[src/rtl/lc3_decode_pkg.sv]
// rtl/lc3_decode_pkg.sv - LC3 decode opcodes, control encodings, field offsets and helpers
package lc3_decode_pkg;

    typedef enum logic [3:0] {
        OP_BR   = 4'h0,
        OP_ADD  = 4'h1,
        OP_LD   = 4'h2,
        OP_ST   = 4'h3,
        OP_JSR  = 4'h4,
        OP_AND  = 4'h5,
        OP_LDR  = 4'h6,
        OP_STR  = 4'h7,
        OP_RTI  = 4'h8,
        OP_NOT  = 4'h9,
        OP_LDI  = 4'hA,
        OP_STI  = 4'hB,
        OP_JMP  = 4'hC,
        OP_RES  = 4'hD,
        OP_LEA  = 4'hE,
        OP_TRAP = 4'hF
    } opcode_e;

    localparam logic [1:0] ALU_ADD   = 2'b00;
    localparam logic [1:0] ALU_AND   = 2'b01;
    localparam logic [1:0] ALU_NOT   = 2'b10;

    localparam logic [1:0] PCS1_NONE = 2'b00;
    localparam logic [1:0] PCS1_OFF9 = 2'b01;
    localparam logic [1:0] PCS1_OFF6 = 2'b10;
    localparam logic [1:0] PCS1_ZERO = 2'b11;

    localparam logic [1:0] WB_ALU    = 2'b00;
    localparam logic [1:0] WB_MEM    = 2'b01;
    localparam logic [1:0] WB_PC     = 2'b10;
    localparam logic [1:0] WB_NONE   = 2'b00;

    localparam int E_ALU_LSB  = 4;
    localparam int E_PCS1_LSB = 2;
    localparam int E_PCS2_BIT = 1;
    localparam int E_OP2_BIT  = 0;

    function automatic logic is_supported_opcode(input logic [3:0] op);
        return !(op inside {OP_JSR, OP_RTI, OP_RES, OP_TRAP});
    endfunction

endpackage

[src/rtl/lc3_ctrl_gen.sv]
// rtl/lc3_ctrl_gen.sv - combinational map from {opcode, ir5} to execute/writeback/memory controls
module lc3_ctrl_gen
    import lc3_decode_pkg::*;
(
    input  logic [3:0] opcode,
    input  logic       ir5,
    output logic [5:0] e_control,
    output logic [1:0] w_control,
    output logic       mem_control
);

    opcode_e op;
    assign op = opcode_e'(opcode);

    // decode each control field from the opcode; unsupported opcodes keep all-zero defaults
    always_comb begin
        logic [1:0] alu;
        logic [1:0] pcs1;
        logic       pcs2;
        logic       op2;
        alu         = ALU_ADD;
        pcs1        = PCS1_NONE;
        pcs2        = 1'b0;
        op2         = 1'b0;
        w_control   = WB_NONE;
        mem_control = 1'b0;
        e_control   = '0;
        case (op)
            OP_ADD: begin
                alu       = ALU_ADD;
                op2       = ~ir5;
                w_control = WB_ALU;
            end
            OP_AND: begin
                alu       = ALU_AND;
                op2       = ~ir5;
                w_control = WB_ALU;
            end
            OP_NOT: begin
                alu       = ALU_NOT;
                w_control = WB_ALU;
            end
            OP_BR, OP_ST: begin
                pcs1 = PCS1_OFF9;
                pcs2 = 1'b1;
            end
            OP_LD: begin
                pcs1      = PCS1_OFF9;
                pcs2      = 1'b1;
                w_control = WB_MEM;
            end
            OP_LDI: begin
                pcs1        = PCS1_OFF9;
                pcs2        = 1'b1;
                w_control   = WB_MEM;
                mem_control = 1'b1;
            end
            OP_STI: begin
                pcs1        = PCS1_OFF9;
                pcs2        = 1'b1;
                mem_control = 1'b1;
            end
            OP_LEA: begin
                pcs1      = PCS1_OFF9;
                pcs2      = 1'b1;
                w_control = WB_PC;
            end
            OP_LDR: begin
                pcs1      = PCS1_OFF6;
                w_control = WB_MEM;
            end
            OP_STR: begin
                pcs1 = PCS1_OFF6;
            end
            OP_JMP: begin
                pcs1 = PCS1_ZERO;
            end
            default: begin
            end
        endcase
        e_control[E_ALU_LSB +: 2]  = alu;
        e_control[E_PCS1_LSB +: 2] = pcs1;
        e_control[E_PCS2_BIT]      = pcs2;
        e_control[E_OP2_BIT]       = op2;
    end

endmodule

[src/rtl/lc3_decode_stage.sv]
// rtl/lc3_decode_stage.sv - LC3 decode stage registers; LC3_DECODE_ILLEGAL_CHECK_EN adds illegal_op
module lc3_decode_stage
    import lc3_decode_pkg::*;
#(
    parameter int DATA_W   = 16,
    parameter int E_CTRL_W = 6,
    parameter int W_CTRL_W = 2
) (
    input  logic                clock,
    input  logic                reset,
    input  logic                enable_decode,
    input  logic [DATA_W-1:0]   dout,
    input  logic [DATA_W-1:0]   npc_in,
    output logic [DATA_W-1:0]   IR,
    output logic [DATA_W-1:0]   npc_out,
    output logic [E_CTRL_W-1:0] E_Control,
    output logic [W_CTRL_W-1:0] W_Control,
    output logic                Mem_Control,
    output logic                decode_valid
`ifdef LC3_DECODE_ILLEGAL_CHECK_EN
    ,
    output logic                illegal_op
`endif
);

    if (DATA_W != 16 || E_CTRL_W != 6 || W_CTRL_W != 2) begin : g_bad_params
        $error("lc3_decode_stage supports only DATA_W=16, E_CTRL_W=6, W_CTRL_W=2");
    end

    logic [5:0] e_next;
    logic [1:0] w_next;
    logic       m_next;

    lc3_ctrl_gen u_ctrl_gen (
        .opcode      (dout[15:12]),
        .ir5         (dout[5]),
        .e_control   (e_next),
        .w_control   (w_next),
        .mem_control (m_next)
    );

    // capture instruction, next PC and fresh controls on enabled edges; hold otherwise
    always_ff @(posedge clock or negedge reset) begin
        if (!reset) begin
            IR           <= '0;
            npc_out      <= '0;
            E_Control    <= '0;
            W_Control    <= '0;
            Mem_Control  <= 1'b0;
            decode_valid <= 1'b0;
        end else begin
            decode_valid <= enable_decode;
            if (enable_decode) begin
                IR          <= dout;
                npc_out     <= npc_in;
                E_Control   <= e_next;
                W_Control   <= w_next;
                Mem_Control <= m_next;
            end
        end
    end

`ifdef LC3_DECODE_ILLEGAL_CHECK_EN
    // flag unsupported opcodes on each enabled edge
    always_ff @(posedge clock or negedge reset) begin
        if (!reset) begin
            illegal_op <= 1'b0;
        end else if (enable_decode) begin
            illegal_op <= !is_supported_opcode(dout[15:12]);
        end
    end
`endif

endmodule
[config.mk]
export PLATFORM = sky130hd
export DESIGN_NAME = lc3_decode_stage
export DESIGN_NICKNAME = d
export VERILOG_FILES = /design/src/rtl/lc3_decode_pkg.sv /design/src/rtl/lc3_ctrl_gen.sv /design/src/rtl/lc3_decode_stage.sv
export SDC_FILE = /design/constraint.sdc
export NUM_CORES = 1
export LEC_CHECK = 0
export CAP_MARGIN = 20
export CORE_ASPECT_RATIO = 1.75
export CORE_UTILIZATION = 42
export CTS_CLUSTER_DIAMETER = 30
export CTS_CLUSTER_SIZE = 16
export DETAILED_ROUTE_END_ITERATION = 7
export HOLD_SLACK_MARGIN = 0.03
export PLACE_DENSITY = 0.79
export SLEW_MARGIN = 10
export SYNTH_ARGS = -nofsm -noshare
export SYNTH_HDL_FRONTEND = slang
export SYNTH_HIERARCHICAL = 1
export SYNTH_SLANG_ARGS = --single-unit
export TNS_END_PERCENT = 50
[constraint.sdc]
create_clock -name clock -period 0.8 [get_ports clock]
set_input_delay 0.12 -clock clock [delete_from_list [all_inputs] [get_ports clock]]
set_output_delay 0.12 -clock clock [all_outputs]
set_load 0.03 [all_outputs]
==> metrics.md, run 1 <==
| Metric | Value |
|---|---|
| DP HPWL | `2840 µm` |
| Filler instances | `293` |
| Status | `finished with violations` |
| Rows | `31` |
| Htree depth | `2` |
| WL per Instance | `16.9 µm` |
| Hold endpoint | `decode_valid$_DFF_PN0_` |
| Power density over the cells | `1840 mW/mm²` |
| Die W | `52.4 µm` |
| Syn nets | `140` |
| Yosys warns | `6` |
| Crit path time final | `0.976 ns` |
| Synthesis-stage register bit count | `42` |
| EDFF count, synth | `0` |
| Crit Path Class | `reg2out` |
| Final Non-Filler Cells | `254` |
| FF-to-FF Start | `npc_out[4]$_DFFE_PN0P_` |
| # setup viols final | `59` |
| Max FO, Critical Path | `2` |
| Die H | `90.3 µm` |
| Clk slew on worst S/H paths | `0.08 ns` |
| Worst-Margin Slew | `0.253 ns` |
| Port Buffer Count | `76` |
| Most common cell in the netlist | `dfrtp_1` |
| Placed Cells incl. Taps | `235` |
| Area leader, netlist | `dfrtp_1` |
| Fmax | `1030 MHz` |
| Fin util | `0.715` |
| Synth Area in Adders | `0` |
| Antenna fix cells | `0` |
| Crit path required time | `0.68 ns` |
| CP Launch Point | `IR[15]$_DFFE_PN0P_` |
| Global-route wire length before repair | `6670 µm` |
| WP buf/inv | `1` |
| GRT Overall Usage | `0.192` |
| Antenna violations before repair | `0` |
| Min-delay src | `enable_decode` |
| DRT antenna net count | `0` |
| DRT Pass-1 Iters | `3` |
| Arr. time, crit path | `0.86 ns` |
| CP peak stage delay | `0.43 ns` |
| Crit path launch type | `flop` |
| Final worst slack | `-0.176 ns` |
| Multiplexer share of the synthesized area | `0.327` |
| Peak VDD IR | `1360 µV` |
| Slowest library cell on the worst path | `dfrtp_2` |
| Top post-synthesis cells by count | `42 x dfrtp_1, 40 x mux2_4, 4 x buf_12` |
| Reg-to-reg slack, setup | `-0.12 ns` |
| CTS Buf Count | `5` |
| Root buffer cell | `clkbuf_8` |
| Layout cells sized above 1 | `0.688` |
| Mean Syn Cell Area | `17.8 µm²` |
| Initial DRC count | `1` |
| Ys async rst share | `1.00` |
| RSZ-0062 raised after global routing | `yes` |
| Final Cycle Share | `1.22` |
| Final Hold Fails | `0` |
| Post-route DRC | `0` |
| DR vias/cell | `4.76` |
| Sink Count | `42` |
| Final Net Count | `239` |
| Worst hold path type | `in2reg` |
| Pin count of the biggest net entering global routing | `43` |
| Cell variety after synth | `18` |
| Ports | `77` |
| Hold path depth | `2` |
| Largest family of logic cells by synthesized area | `multiplexers` |
| Synthesis-to-finish area growth | `60.1%` |
| Synth area leaders | `dfrtp_1 56%, mux2_4 32%, buf_12 4.3%` |
| Cell Area, Synth | `0.00187 mm²` |
| GR Overflow Total | `0` |
| Critical Path, Cell by Cell | `buf_6` |
| Family with the most delay on the worst path | `flip-flops` |
| Die area | `0.00473 mm²` |
| Post-synthesis compound-gate area fraction | `0.0194` |
| Setup crit end kind | `output pin` |
| RePlAce Congestion | `0.770` |
| Initial Util | `0.447` |
| Post-synth top area share | `0.562` |
| Clk_lat worst skew | `0.28 ns` |
| Fin. max-slew vios | `0` |
| CTS tree | `done` |
| Failing checks | `negative setup slack` |
| Clk buf depth | `2` |
| Ys flop type | `dfrtp_1` |
| Clk_skew | `0 ns` |
| Worst flop-to-flop path endpoint | `npc_out[4]$_DFFE_PN0P_` |
| Syn Inst Count | `105` |
| Xor-xnor portion of the synthesized cell area | `0` |
| Max-Cap Viols | `0` |
| Max_slew headroom | `0.831` |
| Post-Synth Simple-Gate Area | `0.0348` |
| Register area share after synthesis | `0.562` |
| Vias in the first global route | `1,374` |
| R2R depth | `2` |
| Pleak | `1.42 nW` |
| Core Region | `0.00419 mm²` |
| Hold WS | `0.197 ns` |
| Total number of vias | `1,210` |
| Final wirelength | `4290 µm` |
layout make-up:
type / instances / area (µm²) / share of cell area
inverter: 2 / 7.51 / 0.00251
sequential: 42 / 1070 / 0.359
tap: 49 / 61.3 / 0.0205
timing repair buffer: 98 / 1030 / 0.343
multi-input combinational: 55 / 732 / 0.244
clock buffer: 7 / 86.3 / 0.0288
clock inverter: 1 / 5.00 / 0.00167
per-stage QoR:
stage	instance area, µm²	total power [W]	TNS (ns)	setup WS (ns)
6_report	3000	0.00552	-7.42	-0.176
5_1_grt	3000	0.00580	-9.25	-0.208
2_1_floorplan	1900	0.00333	-2.97	-0.0887
3_3_place_gp	2640	0.00392	-8.93	-0.578
3_5_place_dp	2640	0.00396	-9.71	-0.615
4_1_cts	2930	0.00554	-7.26	-0.189
cell usage in the layout, fill, tap and decap left out, drive strengths merged:
master         instances
buf                   65
dfrtp                 42
mux2                  41
clkdlybuf4s50         28
clkbuf                 7
nor4b                  3
dlygate4sd2            2
clkdlybuf4s15          2
inv                    2
o22ai                  2
a21oi                  2
clkinv                 1
dlygate4sd3            1
o21ba                  1
nand2b                 1
or3b                   1
or2b                   1
nand2                  1
nor2                   1
and3                   1
cells by family after synthesis:
logic type	after synthesis
and+or+nand+nor	9
muxes	41
DFF	42
buffers and inverters	8
AOI/OAI and AO/OA	5
metal layers:
metal	up-vias	global-route usage	wire, µm
met5	-	0	0
met1	592	0.221	1640
met2	49	0.331	2410
met4	0	0.0724	61
met3	6	0.0421	179
li1	563	-	-
flip-flops by register name (all words and copies together), names as in the netlist:
signal	cells
Mem_Control	1
IR	16
decode_valid	1
npc_out	16
W_Control	2
E_Control	6
report_power, final:
group | total, W | leakage (nW) | switching, W | internal (W)
registers | 0.00250 | 0.484 | 0.000159 | 0.00234
logic | 0.00167 | 0.893 | 0.000736 | 0.000931
clock network | 0.00136 | 0.0482 | 0.000666 | 0.000696
total | 0.00552 | 1.42 | 0.00156 | 0.00396
worst max path at each step:
stage	end	cells after the start
floorplan	E_Control[3]$_DFFE_PN0P_	1
global placement	E_Control[3]$_DFFE_PN0P_	4
detailed placement	E_Control[3]$_DFFE_PN0P_	4
CTS	E_Control[4]	1
global route	IR[15]	1
finish	IR[15]	1
repair_timing:
action,4_1_cts,5_1_grt
resized for setup,53,2
setup buffers,2,8
hold endpoints to repair,42,0
setup endpoints to repair,54,65
hold buffers,1,0
pin swaps,0,0
Power figures use the tool's default switching activity.
==> run 2: changes to the inputs <==
- CTS_CLUSTER_SIZE: 16 -> default
- TNS_END_PERCENT: 50 -> 1
- clock period: 0.8 -> 0.93 ns (I/O delays scaled with it)
==> metrics.md, run 2 (synthesis gave the netlist of run 1 again) <==
| Metric | Value |
|---|---|
| Final wirelength | `4040 µm` |
| Clk_lat worst skew | `0.28 ns` |
| Initial Util | `0.447` |
| Rows | `31` |
| Global-route wire length before repair | `6620 µm` |
| Commonest non-fill, non-tap cells in the layout | `43 x buf_6, 42 x dfrtp_1, 40 x mux2_4` |
| Antenna fix cells | `0` |
| Fin Setup TNS | `-1.50 ns` |
| FF-to-FF Start | `npc_out[2]$_DFFE_PN0P_` |
| Max FO, Critical Path | `2` |
| Worst hold path type | `in2reg` |
| Dpl cell area | `0.00257 mm²` |
| Max-Cap Viols | `0` |
| Hold WS | `0.212 ns` |
| Post-route cell area | `0.00293 mm²` |
| Fin. max-slew vios | `0` |
| Final Net Count | `232` |
| Antenna violations before repair | `0` |
| Synthesis-to-finish area growth | `56.8%` |
| DR vias/cell | `4.87` |
| Clock share of power | `0.282` |
| Hold path depth | `2` |
| Initial DRC count | `8` |
| Status | `finished with violations` |
| Pleak | `1.42 nW` |
| Port Buffer Count | `76` |
| Clk buf depth | `2` |
| Failing checks | `negative setup slack` |
| R2R depth | `2` |
| Hold endpoint | `decode_valid$_DFF_PN0_` |
| Crit path launch type | `flop` |
| Max_slew headroom | `0.795` |
| Total number of vias | `1,204` |
| Post-route DRC | `0` |
| Pin count of the biggest net entering global routing | `32` |
| Top Registers | `IR x16, npc_out x16, E_Control x6` |
| Leading cell type in the layout, fill and taps excluded | `buf_6` |
| Reg-to-reg slack, setup | `0.01 ns` |
| GR Overflow Total | `0` |
| Net Sw Power | `0.00135 W` |
| Sw frac | `0.274` |
| WL per Instance | `16.4 µm` |
| Layout cells sized above 1 | `0.576` |
| Setup crit end kind | `output pin` |
| Crit Path Class | `reg2out` |
| CTS tree | `done` |
| PnR Total Power | `0.00492 W` |
| Die W | `52.4 µm` |
| WP buf/inv | `1` |
| Fmax | `1010 MHz` |
| RePlAce Congestion | `0.715` |
| Min-delay src | `enable_decode` |
| P_int | `0.00357 W` |
| CP peak stage delay | `0.41 ns` |
| Power density over the cells | `1680 mW/mm²` |
| Peak VDD IR | `1460 µV` |
| Worst-Margin Slew | `0.307 ns` |
| Crit path required time | `0.79 ns` |
| Filler instances | `269` |
| Slowest library cell on the worst path | `dfrtp_1` |
| Clk slew on worst S/H paths | `0.08 ns` |
| Comb pwr share | `0.285` |
| Sequential share of power | `0.433` |
| Die area | `0.00473 mm²` |
| Clk_skew | `0 ns` |
| Crit path time final | `0.988 ns` |
| Final Cycle Share | `1.06` |
| Root buffer cell | `clkbuf_8` |
| GRT Overall Usage | `0.189` |
| DRT Pass-1 Iters | `2` |
| Core Region | `0.00419 mm²` |
| Family with the most delay on the worst path | `flip-flops` |
| Ports | `77` |
| Die H | `90.3 µm` |
| Final Hold Fails | `0` |
| Critical Path, Cell by Cell | `buf_6` |
| Htree depth | `2` |
| Arr. time, crit path | `0.85 ns` |
| DP HPWL | `2810 µm` |
| RSZ-0062 raised after global routing | `yes` |
| Sink Count | `42` |
| Final worst slack | `-0.0575 ns` |
| CTS Buf Count | `5` |
| DRT antenna net count | `0` |
| Worst flop-to-flop path endpoint | `npc_out[2]$_DFFE_PN0P_` |
| Vias in the first global route | `1,355` |
| # setup viols final | `43` |
## run 2: cell types whose count changed in the layout (fill, tap and decap cells not counted), moves of 2 or more
| cell | previous run | this run |
|---|---|---|
| dfrtp_1 | 23 | 42 |
| dfrtp_2 | 19 | 0 |
| clkdlybuf4s15_2 | 2 | 0 |
| buf_4 | 15 | 10 |
## run 2: power groups by stage
stage / Combinational (W) / Sequential, W / Clock (W)
global placement: 0.00122 / 0.00212 / 0
global route: 0.00147 / 0.00215 / 0.00151
floorplan: 0.000388 / 0.00246 / 0
finish: 0.00140 / 0.00213 / 0.00139
detailed placement: 0.00125 / 0.00213 / 0
CTS: 0.00140 / 0.00212 / 0.00145
## run 2: final cells by class
cell class / instances / area, µm² / share of cell area
clock buffers: 6 / 72.6 / 0.0247
repair buffers: 91 / 958 / 0.327
clock inverters: 2 / 37.5 / 0.0128
inverters: 2 / 7.51 / 0.00256
well taps: 49 / 61.3 / 0.0209
multi-input cells: 55 / 744 / 0.254
flip-flops and latches: 42 / 1050 / 0.358
## run 2: routing by layer
metal | global-route usage | part of all wire
met1 | 0.213 | 0.37
met2 | 0.334 | 0.57
met3 | 0.0404 | 0.045
met4 | 0.0614 | 0.017
met5 | 0 | 0
## run 2: through the flow
step	std cells	worst slack (ns)	util
after floorplan	105	0.00971	-
after global placement	231	-0.496	0.613
after detailed placement	231	-0.528	0.613
after CTS	247	-0.0755	0.694
after global routing	247	-0.0910	0.700
final	247	-0.0575	0.700
## run 2: worst max path at each step
stage / from / end / slack, ns / cells past startpoint
6_report: E_Control[2]$_DFFE_PN0P_ / E_Control[2] / -0.06 / 1
5_1_grt: npc_out[2]$_DFFE_PN0P_ / npc_out[2] / -0.09 / 1
4_1_cts: E_Control[1]$_DFFE_PN0P_ / E_Control[1] / -0.08 / 1
3_5_place_dp: dout[15] / E_Control[5]$_DFFE_PN0P_ / -0.53 / 5
3_3_place_gp: dout[15] / E_Control[5]$_DFFE_PN0P_ / -0.50 / 5
2_1_floorplan: dout[15] / E_Control[3]$_DFFE_PN0P_ / 0.01 / 4
## run 2: what timing repair did
item                                    4_1_cts  5_1_grt
hold buffers                                  1        0
resized for setup                            47        5
endpoints found under the hold margin        11        0
pin swaps                                     1        0
buffers inserted                              7        0
endpoints found under the setup margin       51       54
